==> config.mk <==
export PLATFORM = sky130hd
export DESIGN_NAME = pattern_scan_ctrl_flat
export DESIGN_NICKNAME = d
export VERILOG_FILES = /design/src/rtl/pattern_scan_ctrl_if.sv /design/src/rtl/pattern_scan_ctrl.sv /design/src/flat_wrapper.sv
export SDC_FILE = /design/constraint.sdc
export NUM_CORES = 1
export LEC_CHECK = 0
export BUFFER_PORTS_ARGS = -buffer_cell sky130_fd_sc_hd__buf_2
export CAP_MARGIN = 20
export CORE_MARGIN = 8
export CORE_UTILIZATION = 55
export DETAILED_ROUTE_END_ITERATION = 8
export HOLD_SLACK_MARGIN = 0.02
export PLACE_DENSITY = 0.78
export SYNTH_ARGS = -nofsm -noshare
export SYNTH_HDL_FRONTEND = slang
export SYNTH_SLANG_ARGS = --single-unit
==> constraint.sdc <==
create_clock -name clk -period 2.4 [get_ports clk]
set_clock_uncertainty 0.2 [all_clocks]
set_input_delay 0.12 -clock clk [delete_from_list [all_inputs] [get_ports clk]]
set_output_delay 0.12 -clock clk [all_outputs]
set_load 0.01 [all_outputs]
==> src/rtl/pattern_scan_ctrl_if.sv <==
// ---------------------------------------------------------------------------
// pattern_scan_ctrl_if
// Bundles the configuration, input-word and count-report handshakes of the
// pattern scan controller.
//   cfg_load / cfg_pattern : pattern reload request (honoured in IDLE only)
//   in_valid / in_ready / in_data     : word producer handshake
//   out_valid / out_ready / out_count : match-count report handshake
//   match : registered Moore match flag, busy : SHIFT or REPORT
// slave  = controller side, master = producer/consumer side.
// ---------------------------------------------------------------------------
interface pattern_scan_ctrl_if #(
   parameter int WORD_W = 8,
   parameter int PAT_W  = 4,
   parameter int CNT_W  = 4
);
   logic              cfg_load;
   logic [PAT_W-1:0]  cfg_pattern;
   logic              in_valid;
   logic              in_ready;
   logic [WORD_W-1:0] in_data;
   logic              out_valid;
   logic              out_ready;
   logic [CNT_W-1:0]  out_count;
   logic              match;
   logic              busy;

   modport slave (
      input  cfg_load, cfg_pattern, in_valid, in_data, out_ready,
      output in_ready, out_valid, out_count, match, busy
   );

   modport master (
      output cfg_load, cfg_pattern, in_valid, in_data, out_ready,
      input  in_ready, out_valid, out_count, match, busy
   );
endinterface

==> src/rtl/pattern_scan_ctrl.sv <==
// ---------------------------------------------------------------------------
// pattern_scan_ctrl
// Word-serial scan controller. Accepts a WORD_W-bit word, shifts it MSB-first
// through a PAT_W-bit history register one bit per cycle, counts the bits
// that complete a match against the programmed pattern, then reports the
// count over a valid/ready handshake.
// Ports:
//   clk   : system clock, rising edge
//   n_rst : asynchronous active-low reset
//   bus   : pattern_scan_ctrl_if.slave (cfg, input word, count report,
//           match flag, busy)
// History and fill persist across words so patterns spanning a word
// boundary are detected; only reset or an accepted cfg_load clears them.
// ---------------------------------------------------------------------------
module pattern_scan_ctrl #(
   parameter int WORD_W = 8,
   parameter int PAT_W  = 4,
   parameter int CNT_W  = 4
) (
   input  logic                clk,
   input  logic                n_rst,
   pattern_scan_ctrl_if.slave  bus
);
   localparam int IDX_W  = (WORD_W > 1) ? $clog2(WORD_W) : 1;
   localparam int FILL_W = $clog2(PAT_W + 1);
   localparam logic [FILL_W-1:0] FILL_FULL = FILL_W'(PAT_W);
   localparam logic [PAT_W-1:0]  PAT_RST   = PAT_W'(4'b1101);

   typedef enum logic [1:0] {
      S_IDLE   = 2'd0,
      S_SHIFT  = 2'd1,
      S_REPORT = 2'd2
   } state_t;

   state_t            r_state;
   logic [PAT_W-1:0]  r_pattern;
   logic [PAT_W-1:0]  r_hist;
   logic [FILL_W-1:0] r_fill;
   logic [CNT_W-1:0]  r_count;
   logic [WORD_W-1:0] r_word;
   logic [IDX_W-1:0]  r_bit_idx;
   logic              r_match;
   logic              r_out_valid;
   logic              r_busy;

   logic              w_bit;
   logic [PAT_W-1:0]  w_next_hist;
   logic [FILL_W-1:0] w_next_fill;
   logic              w_hit;
   logic              w_accept;

   // Next history / fill as they will be after shifting the current bit.
   // The cast drops the oldest bit off the MSB end.
   assign w_bit       = r_word[r_bit_idx];
   assign w_next_hist = PAT_W'({r_hist, w_bit});
   assign w_next_fill = (r_fill == FILL_FULL) ? r_fill : r_fill + FILL_W'(1);
   assign w_hit       = (w_next_fill == FILL_FULL) && (w_next_hist == r_pattern);
   assign w_accept    = (r_state == S_IDLE) && bus.in_valid;

   assign bus.in_ready  = (r_state == S_IDLE);
   assign bus.out_valid = r_out_valid;
   assign bus.out_count = r_count;
   assign bus.match     = r_match;
   assign bus.busy      = r_busy;

   always_ff @(posedge clk or negedge n_rst) begin
      if (!n_rst) begin
         r_state     <= S_IDLE;
         r_pattern   <= PAT_RST;
         r_hist      <= '0;
         r_fill      <= '0;
         r_count     <= '0;
         r_word      <= '0;
         r_bit_idx   <= '0;
         r_match     <= 1'b0;
         r_out_valid <= 1'b0;
         r_busy      <= 1'b0;
      end else begin
         r_match <= 1'b0;
         case (r_state)
            S_IDLE: begin
               // cfg_load and an accept in the same cycle both apply; the
               // new pattern and cleared history govern the accepted word.
               if (bus.cfg_load) begin
                  r_pattern <= bus.cfg_pattern;
                  r_hist    <= '0;
                  r_fill    <= '0;
               end
               if (w_accept) begin
                  r_word    <= bus.in_data;
                  r_count   <= '0;
                  r_bit_idx <= IDX_W'(WORD_W - 1);
                  r_busy    <= 1'b1;
                  r_state   <= S_SHIFT;
               end
            end
            S_SHIFT: begin
               r_hist  <= w_next_hist;
               r_fill  <= w_next_fill;
               r_match <= w_hit;
               if (w_hit) r_count <= r_count + CNT_W'(1);
               if (r_bit_idx == '0) begin
                  r_out_valid <= 1'b1;
                  r_state     <= S_REPORT;
               end else begin
                  r_bit_idx <= r_bit_idx - IDX_W'(1);
               end
            end
            S_REPORT: begin
               // r_count is left untouched so out_count stays stable until
               // the next accepted word.
               if (bus.out_ready) begin
                  r_out_valid <= 1'b0;
                  r_busy      <= 1'b0;
                  r_state     <= S_IDLE;
               end
            end
            default: begin
               r_out_valid <= 1'b0;
               r_busy      <= 1'b0;
               r_state     <= S_IDLE;
            end
         endcase
      end
   end
endmodule

==> src/flat_wrapper.sv <==
// flat-port wrapper written by rule: the top's interface ports become plain ports
module pattern_scan_ctrl_flat 
#(
   parameter int WORD_W = 8,
   parameter int PAT_W  = 4,
   parameter int CNT_W  = 4
)
  (clk, n_rst, bus_cfg_load, bus_cfg_pattern, bus_in_valid, bus_in_data, bus_out_ready, bus_in_ready, bus_out_valid, bus_out_count, bus_match, bus_busy);
  pattern_scan_ctrl_if #(.WORD_W(WORD_W), .PAT_W(PAT_W), .CNT_W(CNT_W)) bus_i ();
  input  logic clk;
  input  logic n_rst;
  input wire logic [$bits(bus_i.cfg_load)-1:0] bus_cfg_load;
  input wire logic [$bits(bus_i.cfg_pattern)-1:0] bus_cfg_pattern;
  input wire logic [$bits(bus_i.in_valid)-1:0] bus_in_valid;
  input wire logic [$bits(bus_i.in_data)-1:0] bus_in_data;
  input wire logic [$bits(bus_i.out_ready)-1:0] bus_out_ready;
  output wire logic [$bits(bus_i.in_ready)-1:0] bus_in_ready;
  output wire logic [$bits(bus_i.out_valid)-1:0] bus_out_valid;
  output wire logic [$bits(bus_i.out_count)-1:0] bus_out_count;
  output wire logic [$bits(bus_i.match)-1:0] bus_match;
  output wire logic [$bits(bus_i.busy)-1:0] bus_busy;
  assign bus_i.cfg_load = bus_cfg_load;
  assign bus_i.cfg_pattern = bus_cfg_pattern;
  assign bus_i.in_valid = bus_in_valid;
  assign bus_i.in_data = bus_in_data;
  assign bus_i.out_ready = bus_out_ready;
  assign bus_in_ready = bus_i.in_ready;
  assign bus_out_valid = bus_i.out_valid;
  assign bus_out_count = bus_i.out_count;
  assign bus_match = bus_i.match;
  assign bus_busy = bus_i.busy;
  pattern_scan_ctrl #(.WORD_W(WORD_W), .PAT_W(PAT_W), .CNT_W(CNT_W)) u_core (.clk(clk), .n_rst(n_rst), .bus(bus_i));
endmodule
==> results of run 1 <==
[synthesized netlist by cell type]
cell	count	area [µm²]
nor2_1	5	18.8
buf_2	2	10.0
a22o_1	5	43.8
xnor2_1	3	26.3
inv_1	6	22.5
a21bo_1	1	10.0
a2bb2oi_1	1	8.76
o211ai_2	1	12.5
a21oi_1	4	20.0
a31o_2	1	8.76
ha_1	5	62.6
nor2b_1	5	31.3
mux2_4	1	15.0
nor3_1	4	20.0
o21ai_1	1	5.00
nand4_1	3	18.8
mux2i_1	5	50.1
nand3b_1	1	7.51
a32o_1	1	10.0
o21ai_0	4	20.0
dfstp_2	3	78.8
nand3_1	2	10.0
and3_1	2	12.5
and2_0	1	6.26
nand2_1	12	45.0
a211oi_2	1	12.5
a221o_1	1	10.0
nor3b_1	3	22.5
o2111ai_1	1	8.76
dfrtp_1	27	676
o2bb2ai_1	1	8.76
buf_6	2	22.5
a211oi_1	1	7.51
mux2_2	12	135
a22oi_1	2	15.0
buf_1	1	3.75
o31ai_1	1	7.51
[metrics by stage]
step                setup WS, ns  power [mW]  cells  hold slack (ns)
floorplan                  0.388        1.61    132           -0.376
global placement           0.272        1.77    183          -0.0295
detailed placement         0.132        1.82    183         -0.00897
CTS                        0.106        2.16    207            0.173
global route              0.0254        2.31    207            0.211
finish                     0.159        2.14    207            0.137
[state kept, by name (all words and copies together), names as in the netlist]
name and cells:
u_core.bus.busy 1, u_core.r_bit_idx 3, u_core.bus.out_count 4, u_core.r_state 2
u_core.r_hist 3, u_core.r_fill 3, u_core.bus.out_valid 1, u_core.r_pattern 4
u_core.bus.match 1, u_core.r_word 8
[per-layer routing]
layer  track usage (%)  wire, µm  share of wire, %  vias to the layer above
li1                  -         -                 -                      563
met1              15.8      1230                42                      573
met2              25.1      1520                51                       22
met3              5.73       158               5.3                        5
met4              6.14        53               1.8                        0
met5                 0         0                 0                        -
[power groups by stage]
stage	clock network, mW	logic [mW]	registers, mW
5_1_grt	0.345	0.999	0.969
6_report	0.319	0.887	0.936
3_5_place_dp	0	0.873	0.949
3_3_place_gp	0	0.834	0.934
2_1_floorplan	0	0.731	0.882
4_1_cts	0.322	0.896	0.939
[cell families (layout without fill, tap and decap cells)]
group,count (synthesis),in the layout,synth area share [%]
adder cells (fa/ha/maj),5,5,4.16
XOR/XNOR,3,3,1.75
AO/OA/AOI/OAI,27,27,13.9
multiplexers,18,18,13.3
AND/OR/NAND/NOR,38,38,12.8
flip-flops,30,30,50.2
buffers and inverters,11,55,3.91
[cell usage in the layout, fill, tap and decap left out, drive strengths merged, types with 4 or more instances in the layout]
| master | count |
|---|---|
| ha | 5 |
| buf | 25 |
| dfrtp | 27 |
| nor2 | 5 |
| dlygate4sd3 | 16 |
| mux2i | 5 |
| nor2b | 5 |
| mux2 | 13 |
| clkbuf | 7 |
| o21ai | 5 |
| a22o | 5 |
| nand2 | 12 |
| a21oi | 4 |
| inv | 6 |
| nor3 | 4 |
[area by class of cell]
cell class	count	area [µm²]
flip-flops and latches	30	754
multi-input cells	91	692
well taps	31	38.8
repair buffers	41	288
fillers	200	831
inverters	6	22.5
clock inverters	1	5.00
clock buffers	7	55.1
[final timing paths]
kind,startpoint,end,slack [ns]
min reg2reg,u_core.bus.out_valid,u_core.bus.out_valid,0.30
max,u_core.r_fill[0],u_core.bus.out_count[1],0.16
min in group clk,u_core.bus.out_valid,u_core.bus.out_valid,0.30
max in group asynchronous,n_rst,u_core.bus.match,1.44
min,n_rst,u_core.bus.busy,0.14
max reg2reg,u_core.r_fill[0],u_core.bus.out_count[1],0.16
[worst max-delay path, delay by kind of cell, from the launching register on]
kind                     cells  cell delay [ns]
AO/OA/AOI/OAI                2             0.45
adder cells (fa/ha/maj)      1             0.26
multiplexers                 1             0.20
buffers and inverters        1             0.08
AND/OR/NAND/NOR              2             0.52
flip-flops                   1             0.44
[repair_timing]
action / 4_1_cts / 5_1_grt
endpoints found under the setup margin: 0 / 1
hold endpoints to repair: 47 / 0
resized for setup: 0 / 1
hold buffers: 16 / 0
==> reports/qor.csv, run 1 <==
metric,value,unit
start_kind,register,
cp_slowest_stage_delay,0.44,ns
grt_pass1_vias,1159,
drive_gt1_share,29.5,%
num_rows,19,
vias,1163,
fin_tns_setup,0,ns
power_frac_seq,43.7,%
p_sw_share,36.9,%
ys_warn_count,0,
hp-class,in -> async,
hpwlAfterDp,2190,µm
clock_sinks,30,
syn2layout_area_growth,23.4,%
htree_levels,2,
final.min_clock_period,2.24,ns
place_congestion,0.860,
worst_pin_slew,0.657,ns
fin_crit_sh,93.4,%
via_per_inst,5.62,
slew_viol_final,0,
root_buffer,clkbuf_4,
die_h,68.3,µm
path_class,reg -> reg,
cts_buffer_depth,2,
drt_iter0_markers,47,
stdcell_area,1860,µm²
worstPathCellList,inv_1 -> ha_1 -> nor3b_1 -> o21ai_0 -> a211oi_2 -> and3_2 -> mux2i_1,
status,"finished, final reports clean",
power_leakage,0.866,nW
diodes,0,
grt_max_degree,31,
yosysSeqAreaShare,50.2,%
crit_path_end_kind,register,
portBuffers,24,
cts_setup_buffers,0,
synth.distinct_cells,37,
path_clk_slew,0.10,ns
max_slew_margin,56.2,%
netlist_area,1500,µm²
crit_fanout,6,
pwr-share-comb,41.4,%
dieArea,4660,µm²
routed_wl,2960,µm
fin_util,69.1,%
arrival,2.30,ns
antenna_left,0,
placed_area,1630,µm²
ir_drop,810,µV
cts_tree,yes,
timing.fmax,446,MHz
routedWlPerCell,14.3,µm
grt_pass1_wl,5040,µm
intPower,1.35,mW
grt-ovfl-total,0,
syn_nets,154,
cap_violations,0,
grt_usage,14.7,%
initial_core_util,56.0,%
required,2.46,ns
ys_ff_latch,30,
antenna_found_initial,0,
p_clk_share,14.9,%
r2r_cells,7,
drc,0,
fin_nets,197,
hold_viol,0,
die_w,68.3,µm
syn-mean-instance-area,11.4,µm²
synthCells,132,
worst_path_max_delay_cell,dfrtp_1,
coreArea,2690,µm²
firstDrtPassIters,4,
worstSkewPairLatency,0.33,ns
switchingPower,0.790,mW
finalSetupViolCount,0,
cts_buffers,5,
rsz0062_at_grt,false,
power_density,1150,nW/µm²
io-pin-count,25,
Note: power is estimated with default switching activity, not from simulation.
==> inputs of run 2 (changes only) <==
Settings changed: PLACE_DENSITY 0.78 to not set, PLACE_DENSITY_LB_ADDON set to 0.3.
==> run 2 against run 1 <==
Net effect: die area unchanged; flip-flop and latch count stayed put; final cell count is the same; maximum frequency decreased by 0.12%; largest cell class unchanged; largest power group unchanged; highest routed layer unchanged.
==> reports/qor.csv, run 2 (synthesis gave the netlist of run 1 again) <==
metric,value,unit,change
status,"finished, final reports clean",,unchanged
antenna_found_initial,0,,unchanged
p_sw_share,37.8,%,was 36.9%
grt.busiest_layer,met2,,unchanged
regArea,754,µm²,unchanged
grt_pass1_wl,5390,µm,was 5040 µm
final_cell_count_no_fill,207,,unchanged
hp-class,in -> async,,unchanged
crit_path_end_kind,register,,unchanged
power_density,1150,nW/µm²,about the same
setup_ws,0.156,ns,was 0.159 ns
fin_util,68.9,%,was 69.1%
cts_tree,yes,,unchanged
finalSetupViolCount,0,,unchanged
routedWlPerCell,14.7,µm,was 14.3 µm
worstSkewPairLatency,0.33,ns,about the same
antenna_left,0,,unchanged
regMostFlops,u_core.r_word,,unchanged
io-pin-count,25,,unchanged
grt_usage,15.4,%,was 14.7%
timing.fmax,446,MHz,about the same
coreArea,2690,µm²,unchanged
stdcell_area,1850,µm²,was 1860 µm²
fillCellCount,216,,was 200
grt-ovfl-total,0,,unchanged
rsz0062_at_grt,false,,unchanged
switchingPower,0.801,mW,was 0.790 mW
worst_pin_slew,0.653,ns,was 0.657 ns
dp.cells,183,,unchanged
die_w,68.3,µm,unchanged
place_congestion,0.837,,was 0.860
drc,0,,unchanged
diodes,0,,unchanged
fin_crit_sh,93.5,%,was 93.4%
hold_viol,0,,unchanged
fin_tns_setup,0,ns,unchanged
fin_nets,197,,unchanged
power_frac_seq,44.3,%,was 43.7%
use_met1,16.9,%,was 15.8%
cts_buffers,5,,unchanged
drt_iter0_markers,33,,was 47
max_slew_margin,56.5,%,was 56.2%
largest_reg_flops,8,,unchanged
p_clk_share,13.3,%,was 14.9%
grt_max_degree,31,,unchanged
num_rows,19,,unchanged
via_per_inst,5.60,,was 5.62
slew_viol_final,0,,unchanged
cts_buffer_depth,2,,unchanged
use_met3,4.42,%,was 5.73%
clock_sinks,30,,unchanged
ir_drop,742,µV,was 810 µV
drive_gt1_share,29.5,%,unchanged
vias,1160,,was 1163
placed_area,1630,µm²,unchanged
routed_wl,3030,µm,was 2960 µm
layout_commonest_cell,dfrtp_1,,unchanged
grt_pass1_vias,1249,,was 1159
start_kind,register,,unchanged
root_buffer,clkbuf_4,,unchanged
arrival,2.29,ns,was 2.30 ns
htree_levels,2,,unchanged
cts_setup_buffers,0,,unchanged
final.min_clock_period,2.24,ns,about the same
path_class,reg -> reg,,unchanged
dieArea,4660,µm²,unchanged
portBuffers,24,,unchanged
hpwlAfterDp,2180,µm,was 2190 µm
syn2layout_area_growth,23.0,%,was 23.4%
initial_core_util,56.0,%,unchanged
final_cell_mix,"27 x dfrtp_1, 24 x buf_2, 16 x dlygate4sd3_1, 12 x nand2_1, 12 x mux2_2",,unchanged
power_leakage,0.862,nW,was 0.866 nW
gr-usage-met2,26.0,%,was 25.1%
cap_violations,0,,unchanged
die_h,68.3,µm,unchanged
path_clk_slew,0.10,ns,about the same
pre_cts_slack,0.130,ns,was 0.132 ns
pwr-share-comb,42.4,%,was 41.4%
required,2.44,ns,was 2.46 ns
crit_fanout,6,,unchanged
multi_input_area,696,µm²,was 692 µm²
firstDrtPassIters,4,,unchanged
intPower,1.32,mW,was 1.35 mW
## run 2: power groups by stage
stage / Combinational (mW) / Clock (mW) / Sequential [mW]
floorplan: 0.731 / 0 / 0.882
global placement: 0.836 / 0 / 0.935
detailed placement: 0.872 / 0 / 0.947
CTS: 0.899 / 0.292 / 0.939
global route: 1.02 / 0.308 / 0.972
finish: 0.900 / 0.281 / 0.941
## run 2: final cells by class
class                   instances  area share, %
repair buffers                 41           15.6
clock inverters                 2          0.541
inverters                       6           1.22
well taps                      31           2.10
clock buffers                   6           2.23
multi-input cells              91           37.6
flip-flops and latches         30           40.8
## run 2: metrics by stage
stage / hold slack (ns) / total power [mW]
3_3_place_gp: -0.0293 / 1.77
2_1_floorplan: -0.376 / 1.61
4_1_cts: 0.162 / 2.13
6_report: 0.152 / 2.12
3_5_place_dp: -0.0147 / 1.82
5_1_grt: 0.230 / 2.30
## run 2: worst max-delay path, cell delays in order, from the launching register on
cell,delay [ns]
dfrtp_1,0.43
inv_1,0.08
ha_1,0.25
nor3b_1,0.22
o21ai_0,0.15
a211oi_2,0.34
and3_4,0.29
mux2i_1,0.20
## run 2: final timing paths
| path | start | slack, ns | end | cells after the start |
|---|---|---|---|---|
| min | n_rst | 0.15 | u_core.r_state[0] | 2 |
| min in group clk | u_core.r_word[5] | 0.32 | u_core.r_word[5] | 1 |
| max reg2reg | u_core.r_fill[0] | 0.16 | u_core.bus.out_count[0] | 7 |
| min reg2reg | u_core.r_word[5] | 0.32 | u_core.r_word[5] | 1 |
| max in group asynchronous | n_rst | 1.42 | u_core.bus.out_count[0] | 2 |
| max | u_core.r_fill[0] | 0.16 | u_core.bus.out_count[0] | 7 |
## run 2: timing repair
action | CTS | global route
hold buffers | 16 | 0
gates resized for setup | 0 | 2
setup endpoints to repair | 0 | 2
hold endpoints to repair | 47 | 0
## run 2: metal layers
| metal | vias to the layer above | share of wire (%) |
|---|---|---|
| met3 | 7 | 4.0 |
| met1 | 564 | 43 |
| met5 | - | 0 |
| met2 | 23 | 51 |
| met4 | 0 | 2.3 |
| li1 | 566 | - |
==> inputs of run 3 (changes only) <==
Settings changed: RECOVER_POWER set to 25.
==> run 3 against run 2 <==
Net effect: the flow now finishes with violations (capacitance limit, slew limit); critical path depth unchanged; register-to-register slack about the same; total power about the same; sequential share of layout area about the same; sequential power about the same; final cell count unchanged; largest cell class unchanged.
==> reports/qor.csv, run 3 (synthesis gave the netlist of run 1 again) <==
metric,value,unit,change
holdPathStages,1,,
p_clk_share,13.3,%,about the same
drc,0,,unchanged
regMostFlops,u_core.r_word,,unchanged
power_density,1150,nW/µm²,about the same
worstSkewPairLatency,0.33,ns,about the same
required,2.44,ns,about the same
crit_fanout,6,,unchanged
stdcell_area,1850,µm²,about the same
final_cell_count_no_fill,207,,unchanged
drt_iter0_markers,32,,was 33
ir_drop,742,µV,about the same
path_clk_slew,0.10,ns,about the same
dp.cells,183,,unchanged
power_leakage,0.859,nW,was 0.862 nW
clock_sinks,30,,unchanged
via_per_inst,5.61,,was 5.60
rsz0062_at_grt,false,,unchanged
antenna_found_initial,0,,unchanged
start_kind,register,,unchanged
grt_pass1_wl,5390,µm,unchanged
fin_crit_sh,93.5,%,unchanged
dieArea,4660,µm²,unchanged
coreArea,2690,µm²,unchanged
r2r_cells,7,,unchanged
drive_gt1_share,29.0,%,was 29.5%
hpwlAfterDp,2180,µm,unchanged
cap_violations,1,,was 0
io-pin-count,25,,unchanged
violations,"capacitance limit, slew limit",,
arrival,2.29,ns,about the same
timing.fmax,446,MHz,unchanged
placed_area,1630,µm²,unchanged
portBuffers,24,,unchanged
multi_input_area,696,µm²,unchanged
initial_core_util,56.0,%,unchanged
cts_buffers,5,,unchanged
final.min_clock_period,2.24,ns,unchanged
fin_nets,197,,unchanged
grt_usage,15.4,%,unchanged
final_cell_mix,"27 x dfrtp_1, 23 x buf_2, 16 x dlygate4sd3_1, 12 x nand2_1, 12 x mux2_2",,"was 27 x dfrtp_1, 24 x buf_2, 16 x dlygate4sd3_1, 12 x nand2_1, 12 x mux2_2"
cts_setup_buffers,0,,unchanged
grt_pass1_vias,1249,,unchanged
slew_viol_final,31,,was 0
holdWs,0.318,ns,was 0.152 ns
cts_buffer_depth,2,,unchanged
die_w,68.3,µm,unchanged
setup_ws,0.156,ns,unchanged
hold_viol,0,,unchanged
layout_commonest_cell,dfrtp_1,,unchanged
pwr-share-comb,42.4,%,about the same
cts_tree,yes,,unchanged
p_sw_share,37.8,%,about the same
worst_pin_slew,1.57,ns,was 0.653 ns
intPower,1.32,mW,about the same
path_class,reg -> reg,,unchanged
max_slew_margin,-4.37,%,was 56.5%
fin_tns_setup,0,ns,unchanged
hp-class,reg -> reg,,was in -> async
place_congestion,0.837,,unchanged
grt-ovfl-total,0,,unchanged
status,"complete, but fails checks",,"was finished, final reports clean"
vias,1161,,was 1160
largest_reg_flops,8,,unchanged
switchingPower,0.801,mW,about the same
regArea,754,µm²,unchanged
finalSetupViolCount,0,,unchanged
fillCellCount,217,,was 216
syn2layout_area_growth,23.0,%,about the same
routedWlPerCell,14.6,µm,was 14.7 µm
firstDrtPassIters,4,,unchanged
crit_path_end_kind,register,,unchanged
total_power,2.12,mW,about the same
pre_cts_slack,0.130,ns,unchanged
antenna_left,0,,unchanged
fin_util,68.8,%,was 68.9%
routed_wl,3030,µm,about the same
diodes,0,,unchanged
htree_levels,2,,unchanged
power_frac_seq,44.3,%,about the same
die_h,68.3,µm,unchanged
grt_max_degree,31,,unchanged
num_rows,19,,unchanged
root_buffer,clkbuf_4,,unchanged
==> run 3: cell types whose count changed in the layout (fill, tap and decap cells not counted) <==
cell,change
clkbuf_1,+1
buf_2,-1
==> run 3: power by group through the flow <==
| stage | combinational (mW) | clock, mW | sequential [mW] |
|---|---|---|---|
| 6_report | 0.900 | 0.281 | 0.941 |
| 5_1_grt | 1.02 | 0.308 | 0.972 |
| 4_1_cts | 0.899 | 0.292 | 0.939 |
| 3_5_place_dp | 0.872 | 0 | 0.947 |
| 3_3_place_gp | 0.836 | 0 | 0.935 |
| 2_1_floorplan | 0.731 | 0 | 0.882 |
==> run 3: path summary, 6_finish.rpt <==
check	slack, ns	startpoint	end
worst min-delay path	0.32	u_core.r_word[5]	u_core.r_word[5]
worst max register to register	0.16	u_core.r_fill[0]	u_core.bus.out_count[0]
min in group asynchronous	0.51	n_rst	u_core.r_state[0]
max in group asynchronous	0.57	n_rst	u_core.bus.out_count[0]
worst min register to register	0.32	u_core.r_word[5]	u_core.r_word[5]
worst max-delay path	0.16	u_core.r_fill[0]	u_core.bus.out_count[0]
==> run 3: layout make-up <==
class | count | area share (%)
Sequential cell | 30 | 40.8
Multi-Input combinational cell | 91 | 37.6
Timing Repair Buffer | 41 | 15.5
Clock buffer | 6 | 2.23
Tap cell | 31 | 2.10
Inverter | 6 | 1.22
Clock inverter | 2 | 0.541
==> run 3: timing repair <==
| action | in CTS | in global routing |
|---|---|---|
| hold endpoints to repair | 47 | 0 |
| endpoints found under the setup margin | 0 | 2 |
| hold buffers | 16 | 0 |
| resized for setup | 0 | 2 |
==> run 3: routing by layer <==
| layer | track usage [%] | vias to the layer above | wire length [µm] |
|---|---|---|---|
| li1 | - | 566 | - |
| met1 | 16.9 | 565 | 1300 |
| met2 | 26.0 | 23 | 1540 |
| met3 | 4.42 | 7 | 120 |
| met4 | 9.21 | 0 | 70 |
| met5 | 0 | - | 0 |
==> run 3: critical path, cell delays in order, from the launching register on <==
cell	delay (ns)
dfrtp_1	0.43
inv_1	0.08
ha_1	0.25
nor3b_1	0.22
o21ai_0	0.15
a211oi_2	0.34
and3_4	0.29
mux2i_1	0.20
